## src/rtl/regfile_2r1w_param.sv

```systemverilog
// Parametrised 2-read / 1-write register file with byte enables, write-to-read
// bypass, optional hardwired-zero r0 and a per-register busy scoreboard.
module regfile_2r1w_param #(
  parameter int unsigned DATA_W   = 32,
  parameter int unsigned ADDR_W   = 5,
  parameter bit          ZERO_REG = 1'b1,
  parameter bit          BYPASS   = 1'b1
) (
  input  logic                clk,
  input  logic                rst,
  input  logic                wr,
  input  logic [ADDR_W-1:0]   Rw,
  input  logic [DATA_W-1:0]   Din,
  input  logic [DATA_W/8-1:0] wr_be,
  input  logic                re1,
  input  logic [ADDR_W-1:0]   R1,
  input  logic                re2,
  input  logic [ADDR_W-1:0]   R2,
  output logic [DATA_W-1:0]   OUT1,
  output logic [DATA_W-1:0]   OUT2,
  input  logic                busy_set,
  input  logic [ADDR_W-1:0]   busy_addr,
  output logic                busy1,
  output logic                busy2,
  output logic                any_busy
);

  localparam int unsigned NUM_REGS = 2 ** ADDR_W;
  localparam int unsigned NBYTES   = DATA_W / 8;

  logic [DATA_W-1:0]   regs [NUM_REGS];
  logic [NUM_REGS-1:0] busy;
  logic [NUM_REGS-1:0] busy_nxt;
  logic [DATA_W-1:0]   wmerged;
  logic [DATA_W-1:0]   rd1;
  logic [DATA_W-1:0]   rd2;
  logic                wr_eff;
  logic                set_eff;

  // Merged write word doubles as the bypass value, so partial writes forward correctly.
  always_comb begin
    wr_eff  = wr && !(ZERO_REG && (Rw == '0));
    wmerged = regs[Rw];
    for (int unsigned i = 0; i < NBYTES; i++) begin
      if (wr_be[i]) wmerged[8*i +: 8] = Din[8*i +: 8];
    end

    rd1 = regs[R1];
    if (BYPASS && wr_eff && (R1 == Rw)) rd1 = wmerged;
    if (ZERO_REG && (R1 == '0)) rd1 = '0;

    rd2 = regs[R2];
    if (BYPASS && wr_eff && (R2 == Rw)) rd2 = wmerged;
    if (ZERO_REG && (R2 == '0)) rd2 = '0;
  end

  // Clear-by-write first, then set, so a same-edge re-issue leaves the register busy.
  always_comb begin
    set_eff  = busy_set && !(ZERO_REG && (busy_addr == '0));
    busy_nxt = busy;
    if (wr) busy_nxt[Rw] = 1'b0;
    if (set_eff) busy_nxt[busy_addr] = 1'b1;
    if (ZERO_REG) busy_nxt[0] = 1'b0;
  end

  always_ff @(posedge clk or posedge rst) begin
    if (rst) begin
      for (int unsigned i = 0; i < NUM_REGS; i++) regs[i] <= '0;
    end else if (wr_eff) begin
      regs[Rw] <= wmerged;
    end
  end

  always_ff @(posedge clk or posedge rst) begin
    if (rst) begin
      OUT1 <= '0;
      OUT2 <= '0;
      busy <= '0;
    end else begin
      if (re1) OUT1 <= rd1;
      if (re2) OUT2 <= rd2;
      busy <= busy_nxt;
    end
  end

  assign busy1    = busy[R1];
  assign busy2    = busy[R2];
  assign any_busy = |busy;

endmodule

```

## config.mk

```make
export PLATFORM = sky130hd
export DESIGN_NAME = regfile_2r1w_param
export DESIGN_NICKNAME = d
export VERILOG_FILES = /design/src/rtl/regfile_2r1w_param.sv
export SDC_FILE = /design/constraint.sdc
export NUM_CORES = 2
export LEC_CHECK = 0
export ABC_CLOCK_PERIOD_IN_PS = 91700
export BUFFER_PORTS_ARGS = -buffer_cell sky130_fd_sc_hd__buf_4
export CORE_MARGIN = 1
export CORE_UTILIZATION = 45
export DETAILED_ROUTE_END_ITERATION = 10
export PLACE_DENSITY = 0.68
export SETUP_SLACK_MARGIN = 0.3
export SLEW_MARGIN = 0
export SYNTH_ARGS = -nofsm -noshare
export SYNTH_HDL_FRONTEND = slang
export SYNTH_SLANG_ARGS = --single-unit
export TNS_END_PERCENT = 30
```

## constraint.sdc

```tcl
create_clock -name clk -period 91.7 [get_ports clk]
set_input_delay 18.34 -clock clk [delete_from_list [all_inputs] [get_ports clk]]
set_output_delay 18.34 -clock clk [all_outputs]
set_load 0.005 [all_outputs]
```

After elaboration in Yosys (flattened, before gate mapping)
Index checks and enable logic that the tools add are counted.
{ "word_totals": {"in_bits": 62, "ramBits": 0, "memories": 0, "regBits": 1119, "latch_bits": 0, "romBits": 0, "elab_cells": 97, "output_inout_bits": 67} }
{ "op_classes": {"eq_ne": 2, "div_mod_pow": 0, "add_sub_neg": 0, "reduce_logical": 14, "muxes": 30, "n_shift": 0, "order_cmp": 10, "n_mul": 0, "n_bitwise": 6} }
{ "op_table": {"columns": ["cell", "n"], "rows": [
  ["$bwmux W1024", 1],
  ["$bmux W32 S5", 3],
  ["$mux W32", 13],
  ["$demux W32 S5", 1],
  ["$and A32 B32 Y32", 1],
  ["$mux W8", 4],
  ["$not A32 Y32", 1],
  ["$or A32 B32 Y32", 1],
  ["$reduce_or A31 Y1", 1],
  ["$lt A5 B6 Y1 const B", 4],
  ["$logic_not A5 Y1", 4],
  ["$ge A6 B6 Y1 const B", 3],
  ["$not A5 Y6", 3],
  ["$bmux W1 S5", 2],
  ["$demux W1 S5", 2],
  ["$eq A5 B5 Y1", 2],
  ["$ge A5 B1 Y1 const B", 2],
  ["$logic_and A1 B1 Y1", 7],
  ["$lt A6 B1 Y1 const B", 1],
  ["$mux W1", 4],
  ["$logic_not A1 Y1", 2]
]} }

Logic depth before layout (Yosys ltp)
{ "logic_depth": {"word_depth": 9, "mapped_depth": 13, "mapped_depth_nobuf": 6} }

Worst setup path before layout
No wires, ideal clock.
{ "synth_path": {"path_type": "input to output", "from": "input R1[0]", "to": "output busy1", "path_buffers": 3, "path_stages": 7, "setup_slack_ps": 53032, "t_required_ps": 73360, "arrival_ps": 20328, "path_cell_list": "clkbuf_1 > buf_1 > buf_1 > mux4_2 > mux4_2 > nand2_1 > nand2_1"} }
{ "synth_between": {"elab_chain_cells": 2} }
{ "synth_lines": {"columns": ["item", "line", "rtl"], "rows": [
  ["start: declaration", "16", "input logic [ADDR_W-1:0] R1,"],
  ["$bmux W1 S5", "86", "assign busy1 = busy[R1];"],
  ["$mux W1 (implied by the code)", "86", null],
  ["end: declaration", "23", "output logic busy1,"]
]} }
No other way between the ends. The select of a mux whose other input is x is not followed.

Worst setup path after layout
{ "layout_path": {"from": "input R2[0]", "to": "output busy2"} }
{ "layout_between": {"elab_chain_cells": 2} }
{ "layout_lines": {"columns": ["item", "line", "rtl"], "rows": [
  ["start: declaration", "18", "input logic [ADDR_W-1:0] R2,"],
  ["$bmux W1 S5", "87", "assign busy2 = busy[R2];"],
  ["$mux W1 (implied by the code)", "87", null],
  ["end: declaration", "24", "output logic busy2,"]
]} }
No other way between the ends. The select of a mux whose other input is x is not followed.

==> summary.txt <==
Global route
  • Gr ovfl total: 0
  • Number of global-route vias before repair: around 53000
  • Pin count of the biggest net entering global routing: about 160
  • First-pass GRT wire length: approximately 380000 um
  • Tot GR Track Use: 0.357
  • Initial antenna violation count: 7

Detailed routing
  • Router iterations before antenna repair: 7
  • Final wirelength: ~260000 um
  • Avg WL per Cell: about 34 um
  • Via/cell ratio: approximately 7.1
  • Post-DRT Antenna Nets: 0
  • DR DRC count: 0
  • Via count: 54200
  • Initial DRC count: between 9000 and 10000

CTS
  • Root Buffer: clkbuf_16
  • H-tree depth: 3
  • Clock slew at reported path FFs: around 0.060 ns
  • Max Buffers Root-to-Sink: 3
  • Clock sinks: roughly 1100
  • CTS tree: built
  • Num CTS Buffers: approximately 120
  • # hold bufs at CTS: 0
  • Worst-Skew Late Latency: 0.78 ns
  • Post-CTS resize count: 0
  • Setup Fix Bufs, Post-CTS: 0

Power and ir drop
  • P_int: roughly 1.0 mW
  • Sequential share of power: 0.450
  • Worst IR Drop VDD: about 0.015 mV
  • Clock Power Share: 0.325
  • Combinational share of power: 0.225
  • Cell leakage power: 30.5 nW
  • Sw Share: 0.320
  • Total design power: about 1.5 mW
  • Pwr dens: 21.6 mW/mm2
  • Sw Pwr: about 0.49 mW

STA
  • Final setup margin: approximately 53 ns
  • Slew @ Worst Pin: between 1 and 1.5 ns
  • Setup tns final: 0 ns
  • Clk_skew: 0.0273 ns
  • Slew HR: 0.109
  • Slew Limit Fails: 0
  • Final hold viol count: 0
  • Tcrit/Tclk final: 0.424
  • RSZ-0062 raised after global routing: no
  • Final setup viols: 0
  • Maximum clock frequency: between 0.02 and 0.03 GHz
  • Tmin final: ~39 ns
  • Worst hold slack: between 0.4 and 0.5 ns

Yosys
  • Cell variety after synth: 70
  • EDFF count, synth: 0
  • Main synth FF type: dfrtp_1
  • Syn Inst Count: between 5000 and 6000
  • Yosys reg bits: ~1100
  • Asr flop ratio synth: 1.00
  • Post-Syn Area: 0.0650 mm2
  • Yosys warning total: 0
  • Mean Syn Cell Area: 11.1 um2
  • Sequential-to-total area share from yosys stat: 0.431
  • Synthesized net count: 5930

Placed design
  • Port bufs: about 130
  • Post-place instance area: 0.0673 mm2
  • Total placed cells including tap cells: 7397
  • Final HPWL DP: around 150000 um
  • GP Congestion: 0.968
  • Pre-CTS setup slack: around 53 ns

Setup path
  • WP data required: approximately 73 ns
  • Crit-path max FO: 63
  • Critical path type: input port to output port
  • Crit end category: output port
  • CP startpoint kind: input port
  • Critical Path AT: 20.51 ns

Final layout
  • Layout Area Growth over Synthesis: 9.53%
  • Fill cells: between 10000 and 15000
  • Final core occ: 0.497
  • Fin cells: 7617
  • Layout cells sized above 1: 0.216
  • Layout Nets: between 5000 and 6000
  • Final instance area: approximately 0.071 mm2

Floorplan
  • FP Rows: 139
  • Die area: around 0.15 mm2
  • Core ar.: 0.143 mm2
  • Initial Util: 0.453
  • Die W: about 380 um
  • # IOs: 129
  • Die Span Y: between 300 and 400 um

Flow run
  • Max-cap violation count: 0

Hold path
  • Hold crit path type: flop to flop

Outcome
  • Outcome: completed
## worst max-delay path, cell delays in order
cell    delay [ns]
buf_8         0.45
mux4_2        0.60
mux4_2        0.47
mux2_2        0.34
buf_4         0.15
## final cells by class
cell class / count / area, um2 / area share
Timing Repair Buffer: 269 / 2150 / 0.0301
Tap cell: 1903 / 2380 / 0.0334
Sequential cell: 1119 / 28000 / 0.393
Clock buffer: 160 / 3300 / 0.0463
Multi-Input combinational cell: 4061 / 34600 / 0.485
Inverter: 45 / 176 / 0.00248
Antenna cell: 7 / 17.5 / 0.000246
Clock inverter: 53 / 644 / 0.00905
## synth_stat cells (10+ instances only)
cell type	count	area share
a22o_1	61	0.0082
a22oi_1	82	0.0095
buf_2	136	0.010
nor3_1	28	0.0022
nor2_1	60	0.0035
and2_1	11	0.0011
o22a_1	15	0.0020
o221ai_1	45	0.0061
nor4_1	12	0.0012
a211oi_1	47	0.0054
o21ai_0	998	0.077
o22ai_1	112	0.011
buf_1	52	0.0030
buf_4	10	0.0012
or3_1	11	0.0011
nand3_1	30	0.0023
dfrtp_1	1119	0.43
a21oi_1	31	0.0024
nand4_1	24	0.0023
nand2_1	1063	0.061
mux2_2	75	0.013
mux4_2	596	0.21
o211ai_1	37	0.0043
a221oi_1	39	0.0053
clkbuf_1	423	0.024
nor2b_1	47	0.0045
inv_1	43	0.0025
nand2b_1	15	0.0014
mux2i_1	483	0.074
buf_6	18	0.0031
## power groups by stage
stage / Sequential, mW / Combinational, mW / Clock, mW
after floorplan: 0.657 / 0.256 / 0
after global placement: 0.686 / 0.329 / 0
after detailed placement: 0.693 / 0.339 / 0
after CTS: 0.684 / 0.340 / 0.500
after global routing: 0.701 / 0.372 / 0.520
final: 0.691 / 0.345 / 0.500
## flip-flops by register name (all words and copies together), names as in the netlist
| register | flops |
|---|---|
| regs | 1024 |
| OUT2 | 32 |
| busy | 31 |
| OUT1 | 32 |
## cells by family after synthesis
kind of cell,share of synthesized area
muxes,0.294
buffers and inverters,0.0457
AOI/OAI and AO/OA,0.143
DFF,0.431
and+or+nand+nor,0.0859
xor gates and xnor gates,0.00108
## path summary, 6_finish.rpt
check,startpoint,slack [ns],depth (start not counted),end
min in group asynchronous,rst,17.71,2,regs[475]
min,regs[1002],0.42,0,regs[1002]
max,R2[0],52.85,5,busy2
min reg2reg,regs[1002],0.42,0,regs[1002]
max in group asynchronous,rst,70.03,6,regs[299]
max reg2reg,regs[421],88.90,7,OUT2[5]
## placed cells by master (no fill, tap or decap), types with 61 or more instances in the layout
master	instances
a22o_1	61
a22oi_1	82
mux2_2	75
clkbuf_16	117
o22ai_1	112
mux2i_1	483
mux4_2	596
dfrtp_1	1119
nand2_1	1035
o21ai_0	977
buf_4	256
## per-layer routing
metal / part of all wire / vias to the layer above / routed length [um] / track usage
li1: - / 21500 / - / -
met1: 0.35 / 26900 / 90700 / 0.452
met2: 0.41 / 4540 / 108000 / 0.500
met3: 0.15 / 1248 / 40000 / 0.137
met4: 0.088 / 8 / 23200 / 0.254
met5: 0.00020 / - / 52 / 0
Power figures use the tool's default switching activity.
